File: config.mk
export PLATFORM = sky130hd
export DESIGN_NAME = fifo_btn_ctrl
export DESIGN_NICKNAME = d
export VERILOG_FILES = /design/src/rtl/fifo_btn_ctrl.sv
export SDC_FILE = /design/constraint.sdc
export NUM_CORES = 1
export LEC_CHECK = 0
export CAP_MARGIN = 10
export CORE_MARGIN = 2
export CORE_UTILIZATION = 40
export DETAILED_ROUTE_END_ITERATION = 8
export PLACE_DENSITY = 0.62
export SYNTH_ARGS = -nofsm -noshare
export SYNTH_HDL_FRONTEND = slang
export SYNTH_SLANG_ARGS = --single-unit
File: constraint.sdc
create_clock -name clk -period 3.9 [get_ports clk]
set_clock_uncertainty 0.1 [all_clocks]
set_input_delay 0.39 -clock clk [delete_from_list [all_inputs] [get_ports clk]]
set_output_delay 0.39 -clock clk [all_outputs]
set_load 0.1 [all_outputs]
File: src/rtl/fifo_btn_ctrl.sv
// Button-driven FIFO controller: synchronised single-shot button accesses,
// first-word-fall-through read data, occupancy count, threshold and sticky error flags.
module fifo_btn_ctrl #(
    parameter int unsigned B      = 3,
    parameter int unsigned W      = 2,
    parameter int unsigned AF_LVL = 3,
    parameter int unsigned AE_LVL = 1
) (
    input  logic         clk,
    input  logic         reset,
    input  logic         btn_rd,
    input  logic         btn_wr,
    input  logic [B-1:0] sw,
    input  logic         clr_err,
    output logic [B-1:0] r_data,
    output logic [W:0]   count,
    output logic         full,
    output logic         empty,
    output logic         almost_full,
    output logic         almost_empty,
    output logic         ovf,
    output logic         udf
);

    localparam int unsigned DEPTH = 2 ** W;
    localparam int unsigned CW    = W + 1;

    // Threshold ordering must hold for the flags to be meaningful.
    if (!((AE_LVL < AF_LVL) && (AF_LVL <= DEPTH))) begin : g_bad_param
        $error("fifo_btn_ctrl: illegal AE_LVL/AF_LVL for depth 2**W");
    end

    logic [B-1:0]  mem [DEPTH];
    logic [W-1:0]  w_ptr;
    logic [W-1:0]  r_ptr;
    logic [CW-1:0] count_nxt;

    // Bit 0 is the read button, bit 1 the write button.
    logic [1:0] sync0;
    logic [1:0] sync1;
    logic [1:0] prev;
    logic [1:0] tick;
    logic       rd_tick;
    logic       wr_tick;
    logic       do_wr;
    logic       do_rd;
    logic       set_ovf;
    logic       set_udf;

    always_ff @(posedge clk or negedge reset) begin
        if (!reset) begin
            sync0 <= '0;
            sync1 <= '0;
            prev  <= '0;
        end else begin
            sync0 <= {btn_wr, btn_rd};
            sync1 <= sync0;
            prev  <= sync1;
        end
    end

    assign tick    = sync1 & ~prev;
    assign rd_tick = tick[0];
    assign wr_tick = tick[1];

    // A full FIFO still accepts a write when a read frees a slot in the same cycle.
    assign do_wr   = wr_tick & (~full | rd_tick);
    assign do_rd   = rd_tick & ~empty;
    assign set_ovf = wr_tick & full & ~rd_tick;
    assign set_udf = rd_tick & empty;

    always_comb begin
        count_nxt = count;
        if (do_wr && !do_rd) begin
            count_nxt = count + CW'(1);
        end else if (do_rd && !do_wr) begin
            count_nxt = count - CW'(1);
        end
    end

    // Storage carries no reset; empty masks stale contents on r_data.
    always_ff @(posedge clk) begin
        if (do_wr) begin
            mem[w_ptr] <= sw;
        end
    end

    always_ff @(posedge clk or negedge reset) begin
        if (!reset) begin
            w_ptr <= '0;
            r_ptr <= '0;
            count <= '0;
        end else begin
            if (do_wr) begin
                w_ptr <= w_ptr + W'(1);
            end
            if (do_rd) begin
                r_ptr <= r_ptr + W'(1);
            end
            count <= count_nxt;
        end
    end

    // Flags are registered from the next count so they move together with count.
    always_ff @(posedge clk or negedge reset) begin
        if (!reset) begin
            full         <= 1'b0;
            empty        <= 1'b1;
            almost_full  <= 1'b0;
            almost_empty <= 1'b1;
        end else begin
            full         <= (count_nxt == CW'(DEPTH));
            empty        <= (count_nxt == CW'(0));
            almost_full  <= (count_nxt >= CW'(AF_LVL));
            almost_empty <= (count_nxt <= CW'(AE_LVL));
        end
    end

    // Sticky errors: a new error in the clearing cycle wins over clr_err.
    always_ff @(posedge clk or negedge reset) begin
        if (!reset) begin
            ovf <= 1'b0;
            udf <= 1'b0;
        end else begin
            ovf <= set_ovf | (ovf & ~clr_err);
            udf <= set_udf | (udf & ~clr_err);
        end
    end

    assign r_data = empty ? '0 : mem[r_ptr];

endmodule

==> results of run 1 <==
[cell usage in the layout, fill, tap and decap left out, types with 3 or more instances in the layout]
cell,Yosys,layout
xnor2_1,4,4
dfrtp_1,17,17
and2_1,5,5
clkbuf_4,0,5
edfxtp_1,12,12
nand2_1,3,3
inv_1,7,7
clkdlybuf4s50_1,0,19
ha_1,6,6
and2b_2,3,3
mux4_2,3,3
nor2_1,4,4
[stage by stage]
| step | setup slack (ps) | hold slack (ps) | util |
|---|---|---|---|
| after floorplan | 1520 | -5.59 | - |
| after global placement | 1270 | 235 | 0.504 |
| after detailed placement | 1250 | 235 | 0.504 |
| after CTS | 876 | 257 | 0.529 |
| after global routing | 794 | 281 | 0.529 |
| final | 905 | 255 | 0.529 |
[cell families (layout without fill, tap and decap cells)]
family | after synthesis | count (layout)
compound gates | 15 | 15
flops | 31 | 31
simple gates | 26 | 26
xor+xnor | 4 | 4
fa+ha+maj | 6 | 6
mux | 3 | 3
buf+inv | 9 | 34
[critical path, stage by stage, from the launching register on]
cell and delay (ps):
dfrtp_1 490, mux4_2 530, and2b_2 200, clkdlybuf4s50_1 960
[per-layer routing]
layer	GRT usage	vias up
li1	-	382
met1	0.196	391
met2	0.209	20
met3	0.0525	7
met4	0.0912	0
met5	0	-
[worst max-delay path by stage]
stage | startpoint | end | slack (ps)
2_1_floorplan | count[0] | full | 1520
3_3_place_gp | r_ptr[0] | r_data[2] | 1270
3_5_place_dp | r_ptr[0] | r_data[1] | 1250
4_1_cts | r_ptr[0] | r_data[1] | 880
5_1_grt | r_ptr[0] | r_data[2] | 790
6_report | r_ptr[0] | r_data[1] | 910
[synthesized netlist by cell type (2+ instances only)]
library cell / number
nand2b_1: 2
and2b_2: 3
ha_1: 6
a21oi_1: 2
edfxtp_1: 12
nor2_1: 4
nor3_1: 2
and2_1: 5
nand2_1: 3
inv_1: 7
xnor2_1: 4
mux4_2: 3
o21ai_0: 2
dfrtp_1: 17
nor2b_1: 2
dfstp_2: 2
[final cells by class]
type | count | share of cell area
clock buffer | 5 | 0.0229
clock inverter | 3 | 0.0236
inverter | 7 | 0.0160
multi-input combinational | 54 | 0.277
sequential | 31 | 0.511
tap | 44 | 0.0335
timing repair buffer | 19 | 0.116
[sequential cells by signal, summed over array words and instances (netlist names)]
name and count:
r_ptr 2, almost_full 1, udf 1, empty 1, ovf 1, prev 2, almost_empty 1, count 3
w_ptr 2, mem 12, sync0 2, full 1, sync1 2
==> results.yml, run 1 <==
outcome:
  outcome: "completed"
global_routing:
  groute.usage.overall: 0.149
  number_of_antenna_violations_at_the_first_check_in_global_routing: 0
  grt_first_pass_wirelength_mm: 3.86
  via_count_of_the_first_global_routing_pass: 845
  grt_start_max_net_pins: 20
  grt_overflow_total: 0
synthesis:
  synth-seq-area-share: 0.631
  gate_count_of_the_mapped_netlist: 94
  synthDistinctLibCells: 34
  post_synth_main_area_contributors: "dfrtp_1 32%, edfxtp_1 27%, ha_1 5.6%, mux4_2 5.1%, dfstp_2 4.0%"
  count_of_flip_flops_with_a_built_in_enable_after_synthesis: 12
  synth_fp_nets: 108
  synth.cell_area_um2: 1330
  async_flop_share: 0.613
  post_synth_xor_area_fraction: 0.0264
  yosys_register_bits: 31
  synth_warnings: 0
  postSynthAreaPerCell_um2: 14.1
  postSynth.topFlopCell: "dfrtp_1"
  yosys.area_share.simple: 0.124
  yosysTopAreaCellShare: 0.320
  synth_compound_area_frac: 0.0847
  muxShareOfSynthArea: 0.0508
  yosys.area_share.adder: 0.0565
  synth_top_family_by_area: "simple AND/OR/NAND/NOR gates"
  post-synth-top-area-cell: "dfrtp_1"
floorplanning:
  floorplan.die_area_um2: 3800
  core_um2: 3100
  fp.dieH_um: 61.6
  floorplan.initialDensity: 0.428
  fp-row-count: 20
  num_io_pins: 20
  floorplan.die.width_um: 61.6
finish:
  final_area_um2: 1640
  syn2layout_area_growth_pct: 23.5
  fillCellCount: 298
  finalNetCount: 132
  instances_no_fill: 163
  regArea_um2: 838
  multi_input_comb_area_um2: 455
  n_antenna_cell: 0
  ratio_of_cells_with_drive_above_1_in_the_final_layout: 0.143
clocking:
  post-cts-setup-buffers: 0
  cts_hold_repair.buffers: 0
  cts.sinks: 31
  tritoncts_clock_tree: "yes"
  clockRootBuffer: "clkbuf_4"
  cts.clk_slew.worst_paths_ps: 100
  total_of_cells_resized_after_clock_tree_synthesis: 0
  cts_max_level: 2
  cts_buffers: 5
  insertion_delay_ps: 330
  cts.path.max_buffers: 2
critical_path:
  crit_path_end_kind: "output port"
  kind_of_launch_point_of_the_worst_setup_path: "flip-flop"
  worst_r2r_path_depth: 4
  crit-reg2reg-launch: "empty"
  reg2reg_setup_slack_ps: 1680
  cp_max_fo: 5
  critPathRequiredTime_ps: 3410
  worst-setup-path-type: "flip-flop to output port"
  critical_path.reg2reg.endpoint: "full"
  critical_path_arrival_ps: 2500
sta:
  slew_headroom: 0.342
  achievable-frequency_mhz: 334
  final_hold_violations: 0
  final_critical_path_required_period_ps: 2990
  setup_viol: 0
  max_slew.worst_pin.slew_ps: 984
  final.period_utilization: 0.768
  report.final.slew_viol_count: 0
  tns_ps: 0
  grt_setup_unrepaired: "no"
worst_hold_path:
  hold-path-cell-count: 0
  holdCritPathClass: "flip-flop to flip-flop"
  holdPathEnd: "sync1[1]"
  hold_start: "sync0[1]"
route:
  total_drc_errors_in_the_routed_layout: 0
  drt-met1-wl_mm: 1.06
  detail-route-antenna-nets: 0
  detailroute.via_count: 800
  wl_met3_um: 107
  totalWireLength_mm: 2.25
  route.met2.wl_mm: 1.02
  drt_iter0_markers: 24
  avgRoutedWirePerCell_um: 13.8
  drt_pass1_iterations: 4
  viasPerCell: 4.91
  highest_layer: "met4"
run:
  max-cap-violations: 0
placement:
  hpwl_mm: 1.62
  placement.io_buffers: 19
  placed_area_um2: 1570
  numPlacedInstances: 155
  gp_congestion: 0.777
Power of run 1 is left out: the tool's default activity adds up to more than one toggle a clock period on the data nets, which glitch-free logic cannot reach.
==> run 2: changes to the inputs <==
==> constraint.sdc (replaced) <==
create_clock -name clk -period 3.1 [get_ports clk]
set_clock_uncertainty 0.1 [all_clocks]
set_input_delay 0.31 -clock clk [delete_from_list [all_inputs] [get_ports clk]]
set_output_delay 0.31 -clock clk [all_outputs]
set_load 0.1 [all_outputs]
==> run 2 against run 1 <==
  * Global-route usage fell by 0.75 points
  * Critical endpoint is now r_data[2]
  * Sequential share of layout area rose by 1.2 points
  * Worst hold slack improved by 1.6 ps
  * Routed wire length fell by 3.6%
  * Die area did not move
  * First-iteration DRC count rose by 67%
==> results.yml, run 2 (synthesis gave the netlist of run 1 again) <==
outcome:
  outcome: "completed"
global_routing:
  number_of_antenna_violations_at_the_first_check_in_global_routing: 0
  grt_start_max_net_pins: 20
  groute.usage.overall: 0.141
  grt_overflow_total: 0
  via_count_of_the_first_global_routing_pass: 791
  grt_first_pass_wirelength_mm: 3.61
clocking:
  cts_max_level: 2
  clockRootBuffer: "clkbuf_4"
  cts.sinks: 31
  insertion_delay_ps: 330
  cts.path.max_buffers: 2
  post-cts-setup-buffers: 0
  cts_hold_repair.buffers: 0
  cts.clk_slew.worst_paths_ps: 90
  tritoncts_clock_tree: "yes"
  cts_buffers: 5
  total_of_cells_resized_after_clock_tree_synthesis: 0
floorplanning:
  fp-row-count: 20
  floorplan.die.width_um: 61.6
  floorplan.initialDensity: 0.428
  core_um2: 3100
  num_io_pins: 20
  floorplan.die_area_um2: 3800
  fp.dieH_um: 61.6
finish:
  layout_common_cells: "17 x dfrtp_1, 12 x edfxtp_1, 12 x buf_4"
  registers.top_by_ff_count: "mem"
  final_common_cell: "dfrtp_1"
  ratio_of_cells_with_drive_above_1_in_the_final_layout: 0.244
  finalNetCount: 132
  n_antenna_cell: 0
  final_core_util: 0.517
  largest_registers: "mem (12), count (3)"
  largest_register_ff_count: 12
  syn2layout_area_growth_pct: 20.7
placement:
  placement.io_buffers: 19
  gp_congestion: 0.760
  hpwl_mm: 1.61
  place_ws_ps: 990
critical_path:
  critPathRequiredTime_ps: 2690
  kind_of_launch_point_of_the_worst_setup_path: "flip-flop"
  critical_path_arrival_ps: 1790
  cp_max_fo: 5
  crit_path_end_kind: "output port"
  worst-setup-path-type: "flip-flop to output port"
run:
  max-cap-violations: 0
sta:
  tns_ps: 0
  setup_viol: 0
  report.final.slew_viol_count: 0
  final_hold_violations: 0
  max_slew.worst_pin.slew_ps: 817
  slew_headroom: 0.454
  final_critical_path_required_period_ps: 2200
  grt_setup_unrepaired: "no"
  final.period_utilization: 0.710
  achievable-frequency_mhz: 454
  post-route-worst-setup-slack_ps: 898
route:
  avgRoutedWirePerCell_um: 13.3
  drt_pass1_iterations: 4
  total_drc_errors_in_the_routed_layout: 0
  totalWireLength_mm: 2.17
  viasPerCell: 4.94
  detail-route-antenna-nets: 0
  detailroute.via_count: 805
  drt_iter0_markers: 40
worst_hold_path:
  holdCritPathClass: "flip-flop to flip-flop"
[run 2: cell types whose count changed in the layout (fill, tap and decap cells not counted)]
cell	delta
clkbuf_1	+1
bufinv_16	-1
clkdlybuf4s50_1	-12
buf_4	+12
clkbuf_8	+2
clkinv_2	-1
clkinv_1	-1
[run 2: final timing paths]
kind	start	slack, ps	cells past startpoint	end
max in group asynchronous	reset	2040	1	w_ptr[1]
min reg2reg	sync0[1]	260	0	sync1[1]
max reg2reg	empty	980	4	full
max	r_ptr[0]	900	3	r_data[2]
min	sync0[1]	260	0	sync1[1]
min in group asynchronous	reset	350	1	sync1[1]
[run 2: worst max-delay path, stage by stage, from the launching register on]
cell and delay [ps]:
dfrtp_1 500, mux4_2 530, and2b_2 200, buf_4 230
[run 2: final cells by class]
type                            instances  area, µm²
Fill cell                             288       1500
Clock buffer                            8       68.8
Inverter                                7       26.3
Multi-Input combinational cell         54        455
Sequential cell                        31        838
Timing Repair Buffer                   19        160
Tap cell                               44       55.1
[run 2: through the flow]
step	area (µm²)	cells	hold WS, ps
after floorplan	1330	94	-85.6
after global placement	1540	155	235
after detailed placement	1540	155	236
after CTS	1600	163	256
after global routing	1600	163	263
final	1600	163	257
[run 2: layer usage]
layer | routed length (µm) | track usage | up-vias
met1 | 1010 | 0.183 | 390
met3 | 121 | 0.0504 | 9
met2 | 964 | 0.194 | 21
li1 | - | - | 385
met5 | 0 | 0 | -
met4 | 69 | 0.100 | 0
Power of run 2 is left out for the same reason.
==> run 3: changes to the inputs <==
==> constraint.sdc (replaced) <==
create_clock -name clk -period 2.3 [get_ports clk]
set_clock_uncertainty 0.1 [all_clocks]
set_input_delay 0.23 -clock clk [delete_from_list [all_inputs] [get_ports clk]]
set_output_delay 0.23 -clock clk [all_outputs]
set_load 0.1 [all_outputs]
==> run 3 against run 2 <==
  * Worst setup slack worse by 720 ps
  * Cell area up 3.7%
  * Critical path depth unchanged
  * Sequential share of layout area fell by 1.8 points
  * Routed wire length is 8.5% higher
  * Worst hold slack got worse by 130 ps
  * Die area did not move
  * Utilization increased by 1.9 points
  * Final cell count is 2.5% higher
  * Sequential cell count did not move
  * Critical path type unchanged
==> results.yml, run 3 (synthesis gave the netlist of run 1 again) <==
outcome:
  outcome: "completed"
global_routing:
  grt_first_pass_wirelength_mm: 3.99
  grt_overflow_total: 0
  via_count_of_the_first_global_routing_pass: 848
  groute.usage.overall: 0.155
  number_of_antenna_violations_at_the_first_check_in_global_routing: 0
  grt_start_max_net_pins: 20
finish:
  n_antenna_cell: 0
  finalNetCount: 136
  layout_common_cells: "16 x dfrtp_1, 13 x buf_4, 12 x edfxtp_1"
  largest_register_ff_count: 12
  ratio_of_cells_with_drive_above_1_in_the_final_layout: 0.276
  registers.top_by_ff_count: "mem"
  largest_registers: "mem (12), count (3)"
  syn2layout_area_growth_pct: 25.2
  final_common_cell: "dfrtp_1"
sta:
  report.final.slew_viol_count: 0
  grt_setup_unrepaired: "no"
  final_critical_path_required_period_ps: 2120
  tns_ps: 0
  final_hold_violations: 0
  achievable-frequency_mhz: 471
  final.period_utilization: 0.924
  max_slew.worst_pin.slew_ps: 568
  setup_viol: 0
  slew_headroom: 0.621
route:
  total_drc_errors_in_the_routed_layout: 0
  wl_met3_um: 134
  detailroute.via_count: 800
  drt_iter0_markers: 43
  drt_pass1_iterations: 4
  drt-met1-wl_mm: 1.06
  detail-route-antenna-nets: 0
  totalWireLength_mm: 2.35
  route.met2.wl_mm: 1.12
  avgRoutedWirePerCell_um: 14.1
  highest_layer: "met4"
  viasPerCell: 4.79
clocking:
  clockRootBuffer: "clkbuf_4"
  cts_hold_repair.buffers: 0
  cts_buffers: 5
  cts.sinks: 31
  insertion_delay_ps: 330
  post-cts-setup-buffers: 0
  cts.clk_slew.worst_paths_ps: 100
  cts.path.max_buffers: 2
  total_of_cells_resized_after_clock_tree_synthesis: 0
  tritoncts_clock_tree: "yes"
  cts_max_level: 2
floorplanning:
  floorplan.die.width_um: 61.6
  num_io_pins: 20
  core_um2: 3100
  fp.dieH_um: 61.6
  fp-row-count: 20
  floorplan.die_area_um2: 3800
  floorplan.initialDensity: 0.428
placement:
  gp_congestion: 0.755
  hpwl_mm: 1.68
  placement.io_buffers: 19
critical_path:
  kind_of_launch_point_of_the_worst_setup_path: "flip-flop"
  worst-setup-path-type: "flip-flop to output port"
  crit_path_end_kind: "output port"
  critPathRequiredTime_ps: 1970
  cp_max_fo: 5
  critical_path_arrival_ps: 1790
run:
  max-cap-violations: 0
worst_hold_path:
  holdCritPathClass: "input pin to async pin"
## run 3: cell count changes in the layout (fill, tap and decap cells not counted), sizes merged
cell	before	now
clkbuf	8	7
buf	12	16
clkinv	0	1
## run 3: layout make-up
cell class | count | area (µm²)
sequential | 31 | 840
tap | 44 | 55.1
inverter | 7 | 26.3
multi-input combinational | 54 | 455
clock inverter | 1 | 5.00
clock buffer | 7 | 55.1
fill | 285 | 1440
timing repair buffer | 23 | 228
## run 3: worst paths after layout
| kind | startpoint | end | slack, ps | cells after the start |
|---|---|---|---|---|
| worst max register to register | empty | almost_full | 250 | 6 |
| worst max-delay path | r_ptr[0] | r_data[1] | 180 | 3 |
| worst min register to register | sync0[1] | sync1[1] | 270 | 0 |
| min in group clk | btn_rd | sync0[0] | 230 | 1 |
| max in group asynchronous | reset | almost_empty | 1700 | 2 |
| worst min-delay path | reset | udf | 130 | 2 |
## run 3: worst max-delay path, stage by stage (launching register included)
cell	delay, ps
dfrtp_1	520
mux4_2	540
and2b_2	230
buf_12	170
## run 3: per-layer routing
layer	vias to the layer above	global-route usage
li1	396	-
met1	382	0.199
met2	18	0.223
met5	-	0
met3	4	0.0714
met4	0	0.0699
## run 3: through the flow
stage / hold WS (ps) / cell area [µm²] / util / setup slack [ps] / cells
3_5_place_dp: 245 / 1590 / 0.512 / 207 / 157
5_1_grt: 117 / 1660 / 0.536 / 70.8 / 167
4_1_cts: 116 / 1650 / 0.531 / 123 / 165
3_3_place_gp: 233 / 1590 / 0.512 / 247 / 157
2_1_floorplan: -166 / 1330 / - / 39.7 / 94
6_report: 126 / 1660 / 0.536 / 176 / 167
Power of run 3 is left out for the same reason.
